<file path="src/rtl/seg_scan_ctrl.sv">
// Four-digit multiplexed 7-segment scanner with frame-synchronous display update.
// Optional leading-zero blanking is enabled by defining SEG_LZB_EN.
module seg_scan_ctrl #(
  parameter int unsigned DWELL = 4
) (
  input  logic        clk,
  input  logic        rst,
  input  logic        load,
  input  logic [15:0] din,
  output logic [6:0]  seg,
  output logic [3:0]  an,
  output logic        pending,
  output logic        frame_tick
);

  typedef enum logic {GAP = 1'b0, DRIVE = 1'b1} state_t;

  localparam logic [15:0] DWELL_LAST = 16'(DWELL - 1);

  state_t      state_q, state_d;
  logic [1:0]  idx_q, idx_d;
  logic [15:0] cnt_q, cnt_d;
  logic [15:0] disp_q, disp_d;
  logic [15:0] shadow_q, shadow_d;
  logic        pending_q, pending_d;
  logic        boundary;
  logic [3:0]  nibble;
  logic        lzb_blank;

  function automatic logic [6:0] seg_decode(input logic [3:0] n);
    case (n)
      4'd0:    seg_decode = 7'b1111110;
      4'd1:    seg_decode = 7'b0110000;
      4'd2:    seg_decode = 7'b1101101;
      4'd3:    seg_decode = 7'b1111001;
      4'd4:    seg_decode = 7'b0110011;
      4'd5:    seg_decode = 7'b1011011;
      4'd6:    seg_decode = 7'b1011111;
      4'd7:    seg_decode = 7'b1110000;
      4'd8:    seg_decode = 7'b1111111;
      4'd9:    seg_decode = 7'b1111011;
      default: seg_decode = 7'b0000001;
    endcase
  endfunction

  always_ff @(posedge clk) begin
    if (rst) begin
      state_q   <= GAP;
      idx_q     <= 2'd0;
      cnt_q     <= 16'd0;
      disp_q    <= 16'h0000;
      shadow_q  <= 16'h0000;
      pending_q <= 1'b0;
    end else begin
      state_q   <= state_d;
      idx_q     <= idx_d;
      cnt_q     <= cnt_d;
      disp_q    <= disp_d;
      shadow_q  <= shadow_d;
      pending_q <= pending_d;
    end
  end

  assign boundary = (state_q == GAP) && (idx_q == 2'd0);

  always_comb begin
    state_d = state_q;
    idx_d   = idx_q;
    cnt_d   = cnt_q;
    case (state_q)
      GAP: begin
        state_d = DRIVE;
        cnt_d   = 16'd0;
      end
      DRIVE: begin
        if (cnt_q == DWELL_LAST) begin
          state_d = GAP;
          idx_d   = idx_q + 2'd1;
          cnt_d   = 16'd0;
        end else begin
          cnt_d = cnt_q + 16'd1;
        end
      end
      default: state_d = GAP;
    endcase
  end

  // The display register only moves at the frame boundary so a frame never tears.
  always_comb begin
    disp_d    = disp_q;
    shadow_d  = shadow_q;
    pending_d = pending_q;
    if (load) begin
      shadow_d = din;
    end
    if (boundary) begin
      pending_d = 1'b0;
      if (load) begin
        disp_d = din;
      end else if (pending_q) begin
        disp_d = shadow_q;
      end
    end else if (load) begin
      pending_d = 1'b1;
    end
  end

`ifdef SEG_LZB_EN
  logic [3:0] nib_zero;
  logic [3:0] upper_zero;

  generate
    for (genvar gi = 0; gi < 4; gi++) begin : g_lzb
      assign nib_zero[gi]   = (disp_q[gi*4 +: 4] == 4'd0);
      assign upper_zero[gi] = &nib_zero[3:gi];
    end
  endgenerate

  assign lzb_blank = (idx_q != 2'd0) && upper_zero[idx_q];
`else
  assign lzb_blank = 1'b0;
`endif

  assign nibble = disp_q[idx_q*4 +: 4];

  always_comb begin
    an  = 4'b1111;
    seg = 7'b0000000;
    if (!rst && (state_q == DRIVE) && !lzb_blank) begin
      an  = ~(4'b0001 << idx_q);
      seg = seg_decode(nibble);
    end
  end

  assign frame_tick = !rst && boundary;
  assign pending    = pending_q;

endmodule
</file>
<file path="config.mk">
export PLATFORM = sky130hd
export DESIGN_NAME = seg_scan_ctrl
export DESIGN_NICKNAME = d
export VERILOG_FILES = /design/src/rtl/seg_scan_ctrl.sv
export SDC_FILE = /design/constraint.sdc
export NUM_CORES = 1
export LEC_CHECK = 0
export CAP_MARGIN = 10
export CORE_ASPECT_RATIO = 1.1
export CORE_MARGIN = 1.5
export CORE_UTILIZATION = 51
export CTS_BUF_LIST = sky130_fd_sc_hd__clkbuf_8
export CTS_CLUSTER_DIAMETER = 50
export DETAILED_ROUTE_END_ITERATION = 10
export PLACE_DENSITY_LB_ADDON = 0.12
export SYNTH_ARGS = -nofsm -noshare
export SYNTH_HDL_FRONTEND = slang
export SYNTH_SLANG_ARGS = --single-unit
</file>
<file path="constraint.sdc">
create_clock -name clk -period 2.1 [get_ports clk]
set_clock_uncertainty 0.1 [all_clocks]
set_input_delay 0.42 -clock clk [delete_from_list [all_inputs] [get_ports clk]]
set_output_delay 0.42 -clock clk [all_outputs]
set_load 0.02 [all_outputs]
</file>
==> report_table.html <==
<table>
<tr><th>Metric</th><th>Value</th></tr>
<tr><th colspan="2">Outcome</th></tr>
<tr><td>Status</td><td>complete, but fails checks</td></tr>
<tr><td>Violations in the final reports</td><td>negative setup slack</td></tr>
<tr><th colspan="2">Setup path</th></tr>
<tr><td>Top cell by count, worst path</td><td>buf_6</td></tr>
<tr><td>Cell chain of the critical path</td><td>buf_6 &gt; mux4_2 &gt; or2_4 &gt; a21o_4 &gt; a21oi_4 &gt; buf_6</td></tr>
<tr><td>Top fanout value on the critical path</td><td>5</td></tr>
<tr><td>Critical path buffers and inverters</td><td>2</td></tr>
<tr><td>Arrival time of the worst setup path</td><td>roughly 2 ns</td></tr>
<tr><td>Required time at the worst-slack endpoint</td><td>1.58 ns</td></tr>
<tr><td>Type of element launching the critical path</td><td>register</td></tr>
<tr><td>Type of destination of the critical path</td><td>output pin</td></tr>
<tr><td>Worst Reg-to-Reg Cells</td><td>10</td></tr>
<tr><td>Worst flop-to-flop path startpoint</td><td>idx_q[0]$_SDFFE_PP0P_</td></tr>
<tr><td>Biggest cell delay along the critical path</td><td>between 0.5 and 0.6 ns</td></tr>
<tr><td>Worst setup slack for register-to-register paths</td><td>roughly 0.21 ns</td></tr>
<tr><td>CP top delay family</td><td>multiplexers</td></tr>
<tr><td>Worst reg2reg path endpoint</td><td>disp_q[13]$_SDFFE_PP0P_</td></tr>
<tr><td>Cell at the slowest stage of the critical path</td><td>mux4_2</td></tr>
<tr><td>Type of the worst setup path</td><td>register to output pin</td></tr>
<tr><th colspan="2">Placement</th></tr>
<tr><td>Detailed Place HPWL</td><td>between 3000 and 4000 µm</td></tr>
<tr><td>Placer Congestion</td><td>0.7845</td></tr>
<tr><td>Number of I/O port buffers</td><td>31</td></tr>
<tr><td>Pre-CTS WS</td><td>-0.6663 ns</td></tr>
<tr><td>Post-Place Cell Area</td><td>2892 µm²</td></tr>
<tr><td>DP Cell Count</td><td>341</td></tr>
<tr><th colspan="2">Power</th></tr>
<tr><td>Leakage power</td><td>about 1.2 nW</td></tr>
<tr><td>Total design power</td><td>2.173 mW</td></tr>
<tr><td>Sequential share of power</td><td>48.4%</td></tr>
<tr><td>Worst vdd rail ir drop</td><td>~0.0005 V</td></tr>
<tr><td>Fraction of power spent switching nets</td><td>23.48%</td></tr>
<tr><td>Power per Cell Area</td><td>707.6 nW/µm²</td></tr>
<tr><td>Switching power</td><td>0.5101 mW</td></tr>
<tr><td>Clk pwr share</td><td>around 37%</td></tr>
<tr><td>Proportion of power drawn by combinational gates</td><td>15.1%</td></tr>
<tr><td>P_int</td><td>1.663 mW</td></tr>
<tr><th colspan="2">Route</th></tr>
<tr><td>Final routed wirelength across all metal layers</td><td>4863 µm</td></tr>
<tr><td>First-pass iteration count of the detailed router</td><td>4</td></tr>
<tr><td>ANT nets after route</td><td>0</td></tr>
<tr><td>Final routed wire length divided by cell count</td><td>roughly 14 µm</td></tr>
<tr><td>Remaining routing DRC violations</td><td>0</td></tr>
<tr><td>Per-cell via count in the routed design</td><td>between 5 and 6</td></tr>
<tr><td>Vias</td><td>1888</td></tr>
<tr><td>Number of DRC markers after the initial detailed-route iteration</td><td>a little under 70</td></tr>
<tr><th colspan="2">Die</th></tr>
<tr><td>Die span in x</td><td>between 60 and 70 µm</td></tr>
<tr><td>Cell row count</td><td>25</td></tr>
<tr><td>Top Ports</td><td>32</td></tr>
<tr><td>Die span in y</td><td>around 74 µm</td></tr>
<tr><td>Die Outline Area</td><td>4983 µm²</td></tr>
<tr><td>Initial core utilization</td><td>53.58%</td></tr>
<tr><td>Area of the core</td><td>4348 µm²</td></tr>
<tr><th colspan="2">Global route</th></tr>
<tr><td>Antenna violations before repair</td><td>0</td></tr>
<tr><td>Wire length of the first global-routing pass</td><td>a little over 8000 µm</td></tr>
<tr><td>Via count of the first global-routing pass</td><td>1797</td></tr>
<tr><td>Global router's overall resource usage</td><td>21.28%</td></tr>
<tr><td>Maximum number of pins on one net before global-route repair</td><td>33</td></tr>
<tr><td>Grt total ovfl</td><td>0</td></tr>
<tr><th colspan="2">Timing</th></tr>
<tr><td>Post-layout min period</td><td>between 2 and 3 ns</td></tr>
<tr><td>Ratio of final minimum period to clock period</td><td>122.2%</td></tr>
<tr><td>Number of endpoints failing setup at the final stage</td><td>7</td></tr>
<tr><td>Max Fclk</td><td>389.6 MHz</td></tr>
<tr><td>Setup slack after layout</td><td>-0.4667 ns</td></tr>
<tr><td>Max-Slew Margin vs Limit</td><td>70.53%</td></tr>
<tr><td>RSZ-0062 raised after global routing</td><td>yes</td></tr>
<tr><td>Transition time at the pin with the least slew margin</td><td>roughly 0.44 ns</td></tr>
<tr><td>Number of pins exceeding their max-slew limit in the final report</td><td>0</td></tr>
<tr><td>Final count of hold timing violations</td><td>0</td></tr>
<tr><th colspan="2">Run</th></tr>
<tr><td>Max-cap violation count</td><td>0</td></tr>
<tr><th colspan="2">Synthesis</th></tr>
<tr><td>Gate Count Post-Synth</td><td>250</td></tr>
<tr><td>Most common flop cell mapped by yosys</td><td>dfxtp_1</td></tr>
<tr><td>Post-synthesis cell area</td><td>2330 µm²</td></tr>
<tr><td>Synthesized net count</td><td>279</td></tr>
<tr><td>Yosys cell types</td><td>33</td></tr>
<tr><td>Syn. warnings</td><td>0</td></tr>
<tr><td>Asr flop ratio synth</td><td>0%</td></tr>
<tr><td>Number of synthesized flops with an enable pin</td><td>0</td></tr>
<tr><td>Number of synthesized register bits</td><td>between 50 and 60</td></tr>
<tr><td>Portion of the post-synthesis area used by sequential elements</td><td>44.68%</td></tr>
<tr><td>Mean cell area of the mapped netlist</td><td>9.319 µm²</td></tr>
<tr><th colspan="2">Clock tree</th></tr>
<tr><td>TritonCTS clock tree</td><td>yes</td></tr>
<tr><td>Maximum level of the CTS H-tree</td><td>2</td></tr>
<tr><td>Worst-case clock buffer depth</td><td>2</td></tr>
<tr><td>Worst-path clk slew</td><td>0.09 ns</td></tr>
<tr><td>Insertion delay of the later-clocked pin in the worst-skew pair</td><td>0.30 ns</td></tr>
<tr><td>Buffer type at the clock tree root</td><td>clkbuf_8</td></tr>
<tr><td>Hold-fix buffers at CTS</td><td>0</td></tr>
<tr><td>Number of CTS-inserted buffers</td><td>5</td></tr>
<tr><td>Number of sinks driven by the clock tree</td><td>52</td></tr>
<tr><th colspan="2">Finish</th></tr>
<tr><td>Util after Layout</td><td>70.62%</td></tr>
<tr><td>Net count, final</td><td>~330</td></tr>
<tr><td>Final instance area</td><td>around 3100 µm²</td></tr>
<tr><td>Area growth syn-to-layout</td><td>31.79%</td></tr>
<tr><td>Cell Count, Final, Fillers Out</td><td>about 350</td></tr>
<tr><td>Share of final-layout standard cells stronger than drive strength 1</td><td>21.89%</td></tr>
<tr><td>ANT cells</td><td>0</td></tr>
<tr><th colspan="2">Min path</th></tr>
<tr><td>Worst hold path cell count</td><td>1</td></tr>
<tr><td>Endpoint of the worst hold-timing path</td><td>cnt_q[0]$_SDFF_PP0_</td></tr>
<tr><td>Type of the most critical hold path</td><td>register to register</td></tr>
<tr><td>Min-delay src</td><td>cnt_q[0]$_SDFF_PP0_</td></tr>
</table>
-- state kept, by name, indices dropped and copies added (netlist names) --
name	flops
cnt_q	16
idx_q	2
state_q	1
pending	1
shadow_q	16
disp_q	16
-- layout make-up --
type,instances,area (µm²)
clock buffer,5,68.82
clock inverter,2,60.06
fill,361,1277
inverter,7,26.28
multi-input combinational,177,1299
sequential,52,1045
tap,54,67.56
timing repair buffer,54,504.2
-- metrics by stage --
stage	TNS [ns]	hold slack, ns
global route	-3.616	0.3813
CTS	-3.231	0.3460
global placement	-5.922	0.3280
finish	-3.082	0.3425
detailed placement	-6.208	0.3333
floorplan	-0.9638	0.3132
-- synth_stat cells, drive strengths merged (2+ instances only) --
master	n	area (µm²)
o31ai	2	15.01
and3	4	25.02
mux4	4	101.4
xor2	5	43.79
nand3	7	35.03
clkbuf	10	38.78
buf	4	32.53
and4	3	26.28
nand4	7	43.79
xnor2	6	52.55
inv	7	26.28
nand2	9	33.78
nor2	52	195.2
a21oi	13	65.06
or3	3	18.77
o21ai	5	25.02
nor4	4	25.02
ha	10	125.1
a211oi	17	127.6
mux2i	16	160.2
nand2b	2	12.51
dfxtp	52	1041
-- power by group through the flow --
stage               logic [mW]  clock network, mW  registers, mW
finish                   0.328              0.792           1.05
detailed placement       0.309                  0           1.08
floorplan                0.192                  0           1.07
global route             0.357              0.838           1.06
global placement         0.304                  0           1.08
CTS                      0.324              0.802           1.05
-- worst reg2reg max path: cells and delay by family, from the launching register on --
kind | cells | cell delay, ns
DFF | 1 | 0.37
AOI/OAI and AO/OA | 1 | 0.22
buffers and inverters | 5 | 0.69
adders and majority gates | 1 | 0.14
and+or+nand+nor | 3 | 0.28
-- routing by layer --
layer  share of wire [%]  wire, µm  vias up  GRT usage, %
met1                  45      2166      898         25.12
met5                   0         0        -             0
met4                0.70        34        0         4.762
li1                    -         -      968             -
met2                  53      2563       18         39.27
met3                 2.1       100        4         4.135
-- cells in the final DEF, fill, tap and decap left out, types with 7 or more instances in the layout --
master,synthesis,routed
dfxtp_1,52,51
nor2_1,52,48
buf_4,0,21
clkdlybuf4s50_1,0,19
a211oi_1,17,17
mux2i_1,16,16
ha_1,10,9
buf_6,2,9
nand2_1,9,8
a21oi_1,13,7
nand4_1,7,7
nand3_1,7,7
-- timing repair --
item | CTS | global route
resized for setup | 72 | 7
buffers inserted | 1 | 2
pin swaps | 3 | 4
endpoints found under the hold margin | 0 | 0
setup endpoints to repair | 12 | 9
-- worst max path at each step --
stage,cells after the start,startpoint,slack [ns],end
6_report,6,idx_q[0]$_SDFFE_PP0P_,-0.47,seg[6]
5_1_grt,6,idx_q[0]$_SDFFE_PP0P_,-0.55,seg[5]
4_1_cts,6,idx_q[0]$_SDFFE_PP0P_,-0.48,seg[3]
3_5_place_dp,5,idx_q[0]$_SDFFE_PP0P_,-0.67,seg[1]
3_3_place_gp,5,idx_q[0]$_SDFFE_PP0P_,-0.63,seg[6]
2_1_floorplan,6,idx_q[0]$_SDFFE_PP0P_,-0.18,seg[1]
-- kinds of logic (layout without fill, tap and decap cells) --
| logic type | count (synthesis) | in the layout | synth area share, % |
|---|---|---|---|
| AO/OA/AOI/OAI | 38 | 38 | 10.31 |
| XOR/XNOR | 11 | 11 | 4.135 |
| multiplexers | 21 | 21 | 11.71 |
| adder cells (fa/ha/maj) | 10 | 10 | 5.371 |
| AND/OR/NAND/NOR | 97 | 97 | 19.60 |
| flip-flops | 52 | 52 | 44.68 |
| buffers and inverters | 21 | 68 | 4.189 |
Power figures use the tool's default switching activity.
